--- src/rtl/hex_scroll_ctrl.sv ---
// Scrolling hex message controller. Digits are appended into a small buffer
// and then scrolled right-to-left across six active-low seven-segment displays.
module hex_scroll_ctrl #(
   parameter int TICK_DIV = 25000000,
   parameter int MSG_MAX  = 16
) (
   input  logic       CLOCK_50,
   input  logic       Resetn,
   input  logic       wr_en,
   input  logic [3:0] wr_data,
   input  logic       start,
   input  logic       pause,
   input  logic       clear,
   input  logic [1:0] speed,
   output logic       wr_ready,
   output logic       busy,
   output logic [4:0] len,
   output logic [6:0] HEX0,
   output logic [6:0] HEX1,
   output logic [6:0] HEX2,
   output logic [6:0] HEX3,
   output logic [6:0] HEX4,
   output logic [6:0] HEX5
);

   localparam int AW = (MSG_MAX > 1) ? $clog2(MSG_MAX) : 1;
   localparam int PW = $clog2(MSG_MAX + 6);
   localparam int CW = (TICK_DIV > 1) ? $clog2(TICK_DIV) : 1;

   typedef enum logic [1:0] {IDLE = 2'd0, RUN = 2'd1, PAUSE = 2'd2} state_t;

   state_t        state;
   state_t        state_nxt;
   logic [3:0]    buffer [0:(1<<AW)-1];
   logic [PW-1:0] pos;
   logic [PW-1:0] pos_last;
   logic [PW-1:0] base;
   logic [CW-1:0] presc;
   logic [1:0]    step_cnt;
   logic          tick;
   logic [6:0]    hex_q   [6];
   logic [6:0]    hex_nxt [6];

   function automatic logic [6:0] seg7(input logic [3:0] d);
      case (d)
         4'h0: seg7 = 7'h40;
         4'h1: seg7 = 7'h79;
         4'h2: seg7 = 7'h24;
         4'h3: seg7 = 7'h30;
         4'h4: seg7 = 7'h19;
         4'h5: seg7 = 7'h12;
         4'h6: seg7 = 7'h02;
         4'h7: seg7 = 7'h78;
         4'h8: seg7 = 7'h00;
         4'h9: seg7 = 7'h10;
         4'hA: seg7 = 7'h08;
         4'hB: seg7 = 7'h03;
         4'hC: seg7 = 7'h46;
         4'hD: seg7 = 7'h21;
         4'hE: seg7 = 7'h06;
         default: seg7 = 7'h0E;
      endcase
   endfunction

   assign wr_ready = (state == IDLE) && (len < 5'(MSG_MAX)) && !start && !clear;
   assign tick     = (state == RUN) && (presc == CW'(TICK_DIV - 1));
   assign pos_last = PW'(len) + PW'(5);

   always_comb begin
      state_nxt = state;
      if (clear)
         state_nxt = IDLE;
      else if (start) begin
         if (state == IDLE && len != 5'd0)
            state_nxt = RUN;
      end else if (pause) begin
         if (state == RUN)
            state_nxt = PAUSE;
         else if (state == PAUSE)
            state_nxt = RUN;
      end
   end

   // Prescaler keeps counting on the cycle a pause is requested, so run time
   // accumulated before and after a pause adds up to exactly one step period.
   always_ff @(posedge CLOCK_50 or negedge Resetn) begin
      if (!Resetn) begin
         state    <= IDLE;
         busy     <= 1'b0;
         len      <= 5'd0;
         pos      <= '0;
         presc    <= '0;
         step_cnt <= 2'd0;
      end else begin
         state <= state_nxt;
         busy  <= (state_nxt != IDLE);
         if (clear) begin
            len      <= 5'd0;
            pos      <= '0;
            presc    <= '0;
            step_cnt <= 2'd0;
         end else if (start && state == IDLE && len != 5'd0) begin
            pos      <= '0;
            presc    <= '0;
            step_cnt <= 2'd0;
         end else begin
            if (state == RUN) begin
               presc <= tick ? '0 : presc + 1'b1;
               if (tick) begin
                  if (step_cnt >= speed) begin
                     step_cnt <= 2'd0;
                     pos      <= (pos >= pos_last) ? '0 : pos + 1'b1;
                  end else begin
                     step_cnt <= step_cnt + 2'd1;
                  end
               end
            end
            if (wr_en && wr_ready)
               len <= len + 5'd1;
         end
      end
   end

   always_ff @(posedge CLOCK_50) begin
      if (wr_en && wr_ready)
         buffer[len[AW-1:0]] <= wr_data;
   end

   // IDLE shows the entry right-justified; RUN/PAUSE shows the scroll window.
   always_comb begin
      base = (state == IDLE) ? PW'(len) : pos;
      for (int k = 0; k < 6; k++) begin
         hex_nxt[k] = 7'h7F;
         if (int'(base) > k && (int'(base) - 1 - k) < int'(len))
            hex_nxt[k] = seg7(buffer[AW'(int'(base) - 1 - k)]);
      end
   end

   always_ff @(posedge CLOCK_50 or negedge Resetn) begin
      if (!Resetn) begin
         for (int k = 0; k < 6; k++)
            hex_q[k] <= 7'h7F;
      end else begin
         for (int k = 0; k < 6; k++)
            hex_q[k] <= hex_nxt[k];
      end
   end

   assign HEX0 = hex_q[0];
   assign HEX1 = hex_q[1];
   assign HEX2 = hex_q[2];
   assign HEX3 = hex_q[3];
   assign HEX4 = hex_q[4];
   assign HEX5 = hex_q[5];

endmodule

--- config.mk ---
export PLATFORM = sky130hd
export DESIGN_NAME = hex_scroll_ctrl
export DESIGN_NICKNAME = d
export VERILOG_FILES = /design/src/rtl/hex_scroll_ctrl.sv
export SDC_FILE = /design/constraint.sdc
export NUM_CORES = 1
export LEC_CHECK = 0
export ABC_AREA = 0
export BUFFER_PORTS_ARGS = -buffer_cell sky130_fd_sc_hd__buf_4
export CORE_MARGIN = 4
export CORE_UTILIZATION = 65
export CTS_CLUSTER_SIZE = 8
export DETAILED_ROUTE_END_ITERATION = 12
export GPL_ROUTABILITY_DRIVEN = 1
export GPL_TIMING_DRIVEN = 1
export PLACE_DENSITY = 0.93
export RECOVER_POWER = 25
export SLEW_MARGIN = 20
export SYNTH_ARGS = -nofsm -noshare
export SYNTH_HDL_FRONTEND = slang
export SYNTH_SLANG_ARGS = --single-unit
--- constraint.sdc ---
create_clock -name CLOCK_50 -period 8.2 [get_ports CLOCK_50]
set_input_delay 1.23 -clock CLOCK_50 [delete_from_list [all_inputs] [get_ports CLOCK_50]]
set_output_delay 1.23 -clock CLOCK_50 [all_outputs]
set_load 0.005 [all_outputs]
==> run summary, run 1 <==
The worst setup path is captured at a flop. For met3 alone, demand over resource in global routing was 6.00%. The number of global-route vias before repair is 7,929. After synthesis the netlist holds a flip-flop and latch count of 146. The clock network fraction of total power was 30.0%. The async set-or-reset flop fraction in the synthesized netlist came out at 56.2%. Half-perimeter wire length after placement: 17.8 mm. The peak clock frequency supported by timing is 0.177 GHz. For this run, the leading register cell type out of synthesis is sky130_fd_sc_hd__edfxtp_1. The area share of the largest cell type after synthesis came out at 18.7%. The tools report the final-layout fill cell count as 986. For this design the top-level I/O count stands at 61. The tool flagged a number of max-cap violations equal to 0. The floorplan step set the die width to 134 um.

In the final timing run, aggregate negative setup slack is 0 ps. The static leakage was 0.00476 uW. For the worst-skew pair, the clock arrives at the later sink with an insertion delay of 440 ps. The max-slew violation count is 0, and the number of DRC markers after the initial detailed-route iteration is 913. At the end of the flow, the number of nets in the layout was 1,118. The average size of a mapped cell is 10.3 um2, and the routed length per instance is 20.4 um. The number of hold-slack violations in the final timing report was 0; the internal power component was 1760 uW.

The clock slew at the register clock pins of the worst setup and hold paths was 70 ps. For the initial antenna violation count, the log shows 0. TritonCTS built the clock tree. In the final layout, the share of cells above drive strength 1 is 18.1%. Number of enable-type register cells in the synthesized netlist: 64. The design draws 2750 uW.

The first global-routing pass estimated 41.2 mm of wire. The run finished with clean final reports. Headroom to the max-slew limit came out at 28.1%. The relative contribution of combinational cells to total power was 38.9%; the distinct cell type count of the synthesized netlist was 71.

The tools report the startpoint class of the critical path as a flop. The worst hold path belongs to the class reg2reg. The final-report setup violation count was 0; the maximum buffer depth of the clock tree was 2. Number of nets with antenna violations after routing: 0. The synthesized design spends more area on one cell type than any other, namely sky130_fd_sc_hd__edfxtp_1. The share of total power dissipated in sequential elements is 31.1%. The routed layout has 8,191 vias. The global routing usage on met2 came out at 47.9%. The tools report the total CTS buffers as 17.

The post-synthesis instance area is 10,300 um2. Pin count of the biggest net entering global routing: 63. In this run the number of H-tree levels came out at 4. In this run the most used layer during global routing was met2.

The worst path in the final design needs a cycle of 5660 ps, including I/O delays and setup. Sequential elements use 39.2% of the synthesized area. The run gives 4030 um2 as the area taken by flip-flops and latches. Compared with the post-synthesis result, the final layout area differs by 10.7%. The total routed wirelength is 25.7 mm, and the fraction of power spent switching nets is 35.8%. IR analysis of the VDD net gives a maximum drop of 0.000162 V. Once the floorplan was initialized, standard cells occupied 67.1% of the core. The die covers 17,900 um2.

The clock root buffer is sky130_fd_sc_hd__clkbuf_16. In the global route stage, met1 resource usage came out at 36.7%. The tools report the total area of multi-input combinational cells as 5820 um2. The cell area power density came out at 242 nW/um2. Hold repair after CTS inserted 0 buffers.

The initialized floorplan defines 45 standard-cell rows. The number of standard cells after synthesis is 1,000. The number of nets in the synthesized netlist is 1,083. STA puts the critical path data arrival time at 6050 ps. 0 antenna diodes ended up in the layout. The slew of the pin with the lowest slew margin came out at 1080 ps. The count of port buffers added during placement works out to 60. Yosys printed 0 warnings. After detailed routing, the number of remaining DRC violations is 0. The run gives 15,300 um2 as the area of the core region.

The die is 134 um tall. Dividing the detail-routed via count by the number of cells gives 6.51. Count of buffers added by post-CTS timing repair for setup: 0.

The number of gates resized after CTS is 0. Clock skew on the completed layout was measured at 14.9 ps. The run gives 8590 ps as the critical path data required time.

The run gives 74.2% as the post-layout utilization of the core. Routability congestion estimate: 1.01. Before antenna repair, the detailed router went through 7 iterations. Setup repair after global routing left no endpoint under its margin. The run gives 0 as the total congestion overflow.

The post-route clock period utilization was 69.0%. The tools report the switching power as 984 uW. The tree built by TritonCTS fans out to 146 sinks. The worst setup path is of the reg2reg kind. The maximum fanout encountered on the critical timing path came out at 45.

Hold timing on the final database bottoms out at a slack of 506 ps. Global routing consumed, over all layers together, 29.3% of the routing resources. Sorting the synthesized cells by area gives the leading types as sky130_fd_sc_hd__edfxtp_1 (19%), sky130_fd_sc_hd__mux2i_1 (12%), sky130_fd_sc_hd__dfstp_2 (11%), sky130_fd_sc_hd__dfrtp_1 (9.7%), sky130_fd_sc_hd__ha_1 (8.7%).
[power by group through the flow]
stage                     Sequential (uW)  Clock (uW)  Combinational [uW]
after detailed placement              867           0                1030
after global routing                  860         863                1160
after CTS                             855         826                1050
after global placement                865           0                 989
final                                 855         826                1070
after floorplan                       867           0                 802
[cell usage in the layout, fill, tap and decap left out, drive strengths merged, types with 4 or more instances in the layout]
cell and instances:
mux4 21, clkbuf 23, clkinv 5, o21ai 49
edfxtp 64, xor2 18, mux2 23, ha 71
nor2 90, or2 5, nand2b 16, nand3 43
and2 4, xnor2 22, o22ai 7, nand4 12
mux2i 123, nand2 120, nor2b 11, a21oi 23
o221ai 9, o211ai 15, a21o 9, inv 52
dfrtp 40, nor4 4, buf 58, nor3 18
dfstp 42
[routing by layer]
layer,vias to the layer above,routed length (um)
met4,0,1310
met1,3957,9980
met2,458,12300
li1,3660,-
met5,-,0
met3,116,2090
[cells by family (layout without fill, tap and decap cells)]
logic type,Yosys count,in the layout,share of synthesized area (%)
AOI/OAI and AO/OA,140,140,8.91
xor gates and xnor gates,40,40,4.11
adders and majority gates,74,74,8.94
buffers and inverters,95,143,4.36
DFF,146,146,39.2
muxes,167,167,19.3
and+or+nand+nor,338,338,15.1
[flip-flops by register name (all words and copies together) (netlist names)]
signal	count
state	2
HEX1	7
busy	1
len	5
HEX2	7
HEX3	7
HEX4	7
buffer	64
presc	25
pos	5
step_cnt	2
HEX5	7
HEX0	7
[worst paths after layout]
kind | slack, ps | cells after the start | start | endpoint
setup reg to reg | 2540 | 15 | state[0] | HEX2[3]
min in group asynchronous | 970 | 1 | Resetn | presc[17]
hold reg to reg | 510 | 1 | presc[24] | presc[24]
setup / recovery | 2540 | 15 | state[0] | HEX2[3]
hold / removal | 510 | 1 | presc[24] | presc[24]
max in group asynchronous | 5930 | 2 | Resetn | pos[2]
[cells in the mapped netlist, drive strengths merged (3+ instances only)]
cell type / n
and4: 3
nand4: 12
o21ai: 49
nor2b: 11
dfstp: 42
o211ai: 15
inv: 46
xnor2: 22
maj3: 3
dfrtp: 40
or3: 3
and2: 4
a211oi: 3
mux2: 23
edfxtp: 64
nor4: 4
o22ai: 7
a31oi: 3
mux2i: 123
ha: 71
buf: 35
nand2b: 16
o31ai: 3
xor2: 18
a21o: 9
o221ai: 9
nand2: 120
nand3: 43
nor2: 90
a21oi: 23
nor3: 18
mux4: 21
clkbuf: 13
o31a: 3
a221o: 3
or2: 5
[stage by stage]
step / instance area [um2] / std cells / setup WS [ps]
detailed placement: 10800 / 1227 / 2610
finish: 11400 / 1259 / 2540
global route: 11400 / 1259 / 2040
floorplan: 10300 / 1000 / 3550
global placement: 10800 / 1227 / 2930
CTS: 11400 / 1259 / 2550
[final cells by class]
cell class,instances,share of cell area (%)
flip-flops and latches,146,35.4
multi-input cells,759,51.2
inverters,47,1.60
clock inverters,15,1.74
well taps,211,2.32
clock buffers,17,3.74
repair buffers,64,4.03
[critical path: stages (launching register included)]
cell and delay [ps]:
sky130_fd_sc_hd__dfrtp_1 500, sky130_fd_sc_hd__nor2_1 520, sky130_fd_sc_hd__a21boi_4 100, sky130_fd_sc_hd__buf_4 320, sky130_fd_sc_hd__ha_1 780, sky130_fd_sc_hd__clkinv_1 690
sky130_fd_sc_hd__maj3_1 580, sky130_fd_sc_hd__xnor2_1 500, sky130_fd_sc_hd__mux4_2 670, sky130_fd_sc_hd__inv_1 150, sky130_fd_sc_hd__ha_1 190, sky130_fd_sc_hd__inv_1 90
sky130_fd_sc_hd__nor2_1 110, sky130_fd_sc_hd__a21oi_1 50, sky130_fd_sc_hd__mux2_2 260, sky130_fd_sc_hd__nand2_1 60
(Power assumes the default switching activity.)
==> inputs of run 2 (changes only) <==
--- a/config.mk
+++ b/config.mk
@@ -8,12 +8,12 @@
 export ABC_AREA = 0
 export BUFFER_PORTS_ARGS = -buffer_cell sky130_fd_sc_hd__buf_4
 export CORE_MARGIN = 4
-export CORE_UTILIZATION = 65
+export CORE_UTILIZATION = 56
 export CTS_CLUSTER_SIZE = 8
 export DETAILED_ROUTE_END_ITERATION = 12
 export GPL_ROUTABILITY_DRIVEN = 1
 export GPL_TIMING_DRIVEN = 1
-export PLACE_DENSITY = 0.93
+export PLACE_DENSITY = 0.86
 export RECOVER_POWER = 25
 export SLEW_MARGIN = 20
 export SYNTH_ARGS = -nofsm -noshare
==> constraint.sdc (replaced) <==
create_clock -name CLOCK_50 -period 5.2 [get_ports CLOCK_50]
set_input_delay 0.78 -clock CLOCK_50 [delete_from_list [all_inputs] [get_ports CLOCK_50]]
set_output_delay 0.78 -clock CLOCK_50 [all_outputs]
set_load 0.005 [all_outputs]
==> run 2 against run 1 <==
Against the previous run: the flow now finishes with violations (max-capacitance violations, max-slew violations); largest cell class unchanged; highest routed layer unchanged; flip-flop and latch count did not move; final cell count rose by 2.1%; hold slack got worse by 5.6 ps; critical endpoint is now HEX1[3]; global-route usage fell by 4.1 points; worst setup slack got worse by 2000 ps; largest power group unchanged.
==> run summary, run 2 (synthesis gave the netlist of run 1 again) <==
The detailed router finished its first iteration with 795 violations. Dividing total power by cell area gives a power density of 374 nW/um2. The die span in y was 143 um. Summed over all nets, the half-perimeter wirelength after detailed placement is 18.1 mm. The area of the core region is 18,000 um2. TritonCTS built the clock tree. The number of cells on the critical path is 15, and the clock slew at the register clock pins of the worst setup and hold paths is 60 ps.

Gates resized during post-CTS repair numbered 0. Timing analysis after detailed placement gives a worst setup slack of 687 ps. In this run the remaining antenna-violating nets after routing total 0.

The final-layout fill cell count is 1,345. The largest individual stage delay along the critical path comes from the cell sky130_fd_sc_hd__xnor2_1. The tools report the global-route track usage on met3 as 4.96%. Before antenna repair, the detailed router went through 6 iterations. The routed length per instance was 19.5 um. Layout overhead on the synthesized area: 11.2%. Detail-routed via count per cell: 6.24. The checks that failed: max-capacitance violations, max-slew violations.

The number of hold-slack violations in the final timing report is 0. Leaving out fill and tap cells, the most frequent cell in the layout is sky130_fd_sc_hd__mux2i_1. The global routing usage on met2 is 40.1%, and the floorplan die area is 20,600 um2.

The last element of the critical path is HEX1[3]. The max-slew violation count came out at 83. The critical path goes through nor2_1 -> a21boi_4 -> ha_1 -> nor4bb_1 -> a31oi_1 -> maj3_1 -> xnor2_1 -> inv_1 -> mux2i_1 -> a21oi_1 -> inv_1 -> ha_1 -> mux2_2 -> o21ai_0 -> nand2_1.

The tools report the type of element capturing the critical path as a flop. Leaving out fill and tap cells, the most frequent cells in the layout are sky130_fd_sc_hd__mux2i_1 (122), sky130_fd_sc_hd__nand2_1 (119), sky130_fd_sc_hd__nor2_1 (89). For the register-to-register setup slack, the log shows 590 ps.

For met1 alone, demand over resource in global routing was 33.0%. Count of antenna diodes in the layout: 0. For the post-route DRC violation count, the log shows 0.

The flow ran to the end, but the final reports show violations. The endpoint identified for the worst register-to-register timing path is HEX1[3]. The startpoint class of the critical path is a flop. The fraction of layout instances using a drive strength above 1 is 18.8%, and the routed via count is 8,019. The worst setup path category was reg2reg.

The slew of the pin with the lowest slew margin was 4120 ps; the I/O pin total was 61. In the post-route analysis, the smallest setup slack over all paths is 589 ps. The tools report the site row count as 49. The area taken by flip-flops and latches is 4030 um2.

The clock root buffer was sky130_fd_sc_hd__clkbuf_16. At the later pin of the worst-skew pair, clock insertion delay measures 430 ps. The final layout contains routed wiring with a total length of 25.1 mm. The run gives 5550 ps as the critical path data required time. Of all nets on the critical path, the largest fanout is 12.

Tracing the worst setup path back leads to its startpoint at state[0]. The final instance area is 11,400 um2. Worst relative slew slack: -175%. The length in cells of the worst reg-to-reg path was 15. Derived from the worst setup path, the maximum achievable clock frequency is 0.217 GHz. Counting every sink on the clock net gives 146.

Dividing the final minimum period by the clock period gives 88.7%. For the worst setup path, the data arrival time is 4960 ps. The number of global-route vias before repair came out at 7,859. The instance area at placement was 10,900 um2.

Worst path buffer plus inverter count: 2. The final worst clock skew was 14.2 ps; the delay contributed by the slowest stage of the critical path was 550 ps. The tools report the initial core utilization as 57.0%. The first global-routing pass estimated 40.6 mm of wire. At the end of the flow, the number of nets in the layout was 1,126.

After detailed placement, the design holds a cell count of 1,253. Total congestion overflow: 0. The static leakage was 0.00479 uW; the flip-flop count of the largest register after layout was 64.

Summing all multi-input logic gate instances after layout gives 5820 um2. Among cell families on the critical path, the largest total delay comes from adder cells. The logs give 0 for the initial antenna violation count and 0 for the final-report setup violation count. The max capacitance violation total is 1. For the final routed database, the setup TNS stands at 0 ps. The worst hold path belongs to the class reg2reg. The peak supply drop was 0.000266 V. The tools report the count of buffers added by post-CTS timing repair for setup as 0. For this run, the total global-route usage over all layers was measured as 25.1%. The post-route minimum period is 4610 ps, and the pin count of the biggest net entering global routing is 83.

The final cell count without fillers was 1,285. The startpoint of the worst register-to-register path is state[0]. The count of buffers added on input and output ports is 60. The congestion estimate from routability-driven global placement came to 0.970. The H-tree was split into 4 levels. The maximum buffer depth of the clock tree is 2. Setup repair after global routing left no endpoint under its margin.

The hold buffer count at cts is 0, and the die width is 143 um. The busiest layer in global routing is met2. The tools report the total CTS buffers as 17.
run 2: cell count changes in the layout (fill, tap and decap cells not counted), sizes merged:
cell	change
buf	+9
clkbuf	+3
inv	-3
bufinv	-2
clkinvlp	+1
run 2: final cells by class:
class | count | area share, %
multi-input cells | 759 | 50.9
flip-flops and latches | 146 | 35.2
repair buffers | 72 | 4.57
clock buffers | 21 | 4.30
well taps | 229 | 2.51
inverters | 47 | 1.59
clock inverters | 11 | 0.865
run 2: report_power, final:
part / switching (uW) / internal [uW]
registers: 39.7 / 1310
logic: 982 / 723
clock network: 498 / 725
run 2: worst min path at each step:
stage                   start   endpoint  slack (ps)  cells after the start
global placement    presc[24]  presc[24]         480                      1
finish              presc[24]  presc[24]         500                      1
floorplan           presc[24]  presc[24]         450                      1
detailed placement  presc[24]  presc[24]         490                      1
CTS                 presc[24]  presc[24]         500                      1
global route         presc[0]   presc[0]         540                      1
run 2: through the flow:
step	hold slack [ps]	power (uW)	utilization [%]
2_1_floorplan	449	2630	-
3_3_place_gp	481	2960	60.2
3_5_place_dp	493	3020	60.2
4_1_cts	505	4260	63.5
5_1_grt	539	4510	63.4
6_report	500	4280	63.4
run 2: layer usage:
layer	up-vias	routed length (um)
li1	3678	-
met2	416	11900
met3	78	1990
met1	3847	10200
met5	-	0
met4	0	959
==> inputs of run 3 (changes only) <==
--- a/config.mk
+++ b/config.mk
@@ -14,7 +14,6 @@
 export GPL_ROUTABILITY_DRIVEN = 1
 export GPL_TIMING_DRIVEN = 1
 export PLACE_DENSITY = 0.86
-export RECOVER_POWER = 25
 export SLEW_MARGIN = 20
 export SYNTH_ARGS = -nofsm -noshare
 export SYNTH_HDL_FRONTEND = slang
==> run 3 against run 2 <==
Against the previous run: the flow now finishes without violations; register-to-register slack about the same; clock power about the same; wire length up 0.31%; maximum frequency up 0.17%; worst setup slack better by 7.7 ps.
==> run summary, run 3 (synthesis gave the netlist of run 1 again) <==
The run finished with clean final reports. The largest single stage delay on the critical path is 550 ps. The register with the most flip-flops in the layout has 64 of them. The die is 143 um wide. The worst-case IR drop observed on VDD is 0.000266 V. The die span in y was 143 um; the count of antenna diodes in the layout was 0. The tools report the max-slew violation count as 0. The worst hold path class was in2async.

The tools report the static leakage as 0.00481 uW. The I/O pin total was 61. CTS built an H-tree with a depth of 4. For the overall power of the completed layout, the log shows 4280 uW. After detailed routing, the total wire length is 25.1 mm. The tools report the final worst clock skew as 16.5 ps. For the first-pass GRT wire length, the log shows 40.6 mm. Of all nets on the critical path, the largest fanout is 12. For the worst-skew pair, the clock arrives at the later sink with an insertion delay of 440 ps. Across all hold checks on the routed design, the worst slack comes to 359 ps. The peak clock frequency supported by timing was 0.217 GHz. The longest clock path from root to sink contains 2 buffers. The number of gates resized after CTS was 0.

The routed via count came out at 8,042. For the initial antenna violation count, the log shows 0. The post-route minimum period came out at 4600 ps. In this run the tightest slew margin relative to its limit is 42.8%. After the first detailed-routing iteration, the DRC count stood at 795. The detail-routed via count per cell was 6.26; the pin count of the biggest net entering global routing was 83.

The layout overhead on the synthesized area is 11.5%. For the final routed database, the setup TNS stands at 0 ps. For the worst setup path, the data required time is 5550 ps. The tools report the clock root buffer as sky130_fd_sc_hd__clkbuf_16. Dividing the detail-routed wire length by the instance count gives 19.6 um. After clock tree synthesis, the clock-pin slew on the worst setup and hold paths is 60 ps.

The routability congestion estimate was 0.970. The logs give 146 for the number of sinks on the clock net and 6 for the number of optimization iterations in the first detailed-route pass. By startpoint and endpoint, the worst setup path is classified as reg2reg.

In the final design database the tool counted 1,126 nets. Once the floorplan was initialized, standard cells occupied 57.0% of the core. Leaving out fill and tap cells, the most frequent cell in the layout is sky130_fd_sc_hd__mux2i_1. After floorplanning, the core was sized to cover 18,000 um2. Setup repair after global routing left no endpoint under its margin. Count of buffers added by post-CTS timing repair for setup: 0.

STA classifies the critical path startpoint as a flop. In the finished design, the share of the clock period the worst path needs comes to 88.5%. Once detail routing completed, the nets flagged for antenna violations numbered 0. The cell area power density came out at 374 nW/um2.

The count of port buffers added during placement was 60. Global routing used 25.1% of the available tracks. TritonCTS built the clock tree.

Walking the worst path, the cells encountered are nor2_1 -> a21boi_4 -> ha_1 -> nor4bb_1 -> a31oi_1 -> maj3_1 -> xnor2_1 -> inv_1 -> mux2i_1 -> a21oi_1 -> inv_1 -> ha_1 -> mux2_2 -> o21ai_0 -> nand2_1. The floorplan step defined a die boundary enclosing 20,600 um2. The number of hold-slack violations in the final timing report is 0, and the half-perimeter wire length after placement is 18.1 mm. Setup violations remaining at the end of the flow were counted as 0.

Summed over all layers, the global routing overflow is 0. The run gives 17 as the total CTS buffers. Type of element capturing the critical path: a flop.

At the pin with the least slew margin, the transition time is 856 ps. The critical path arrival is 4950 ps, and the fraction of layout instances using a drive strength above 1 is 19.2%. In the layout the commonest cells are sky130_fd_sc_hd__mux2i_1 (122), sky130_fd_sc_hd__nand2_1 (119), sky130_fd_sc_hd__nor2_1 (89).

The cell type of the slowest stage on the worst timing path was sky130_fd_sc_hd__xnor2_1. The run gives 7,859 as the number of global-route vias before repair. The number of hold buffers added after CTS was 0. In this run the core area contains 49 standard-cell rows.

Across the run, the number of max-cap violations was 0. The post-route DRC violation count is 0.
run 3: changes by cell type in the layout (fill, tap and decap cells not counted), sizes merged:
| cell | before | now |
|---|---|---|
| buf | 67 | 72 |
| clkbuf | 26 | 21 |
run 3: worst max-delay path, delay by kind of cell (launching register included):
kind | cells | cell delay, ps
compound gates | 4 | 810
xor+xnor | 1 | 550
fa+ha+maj | 3 | 1010
buf+inv | 2 | 320
flops | 1 | 510
mux | 2 | 430
simple gates | 3 | 900
run 3: worst paths after layout:
| check | startpoint | end | slack (ps) | cells after the start |
|---|---|---|---|---|
| max in group asynchronous | Resetn | pos[2] | 4350 | 1 |
| setup reg to reg | state[0] | HEX1[3] | 600 | 15 |
| hold / removal | Resetn | presc[24] | 360 | 1 |
| min in group CLOCK_50 | presc[24] | presc[24] | 500 | 1 |
| setup / recovery | state[0] | HEX1[3] | 600 | 15 |
| hold reg to reg | presc[24] | presc[24] | 500 | 1 |
run 3: power by group:
group / internal [uW] / total (uW) / switching (uW)
Combinational: 725 / 1710 / 983
Clock: 725 / 1220 / 497
Sequential: 1310 / 1350 / 39.5
Total: 2760 / 4280 / 1520
run 3: through the flow:
step	setup WS (ps)	utilization (%)	cell area, um2	std cells
after CTS	656	63.5	11400	1285
after global placement	920	60.2	10900	1253
after detailed placement	687	60.2	10900	1253
final	597	63.5	11400	1285
after floorplan	550	-	10300	1000
after global routing	288	63.5	11400	1285
run 3: final cells by class:
| cell class | count | area, um2 |
|---|---|---|
| Fill cell | 1342 | 6580 |
| Tap cell | 229 | 287 |
| Clock inverter | 11 | 98.8 |
| Multi-Input combinational cell | 759 | 5820 |
| Inverter | 47 | 181 |
| Timing Repair Buffer | 72 | 544 |
| Sequential cell | 146 | 4030 |
| Clock buffer | 21 | 492 |
run 3: per-layer routing:
metal  share of wire, %  global-route usage (%)
met5                  0                       0
met4                3.8                    12.1
met1                 41                    33.0
met2                 48                    40.1
met3                7.6                    4.96
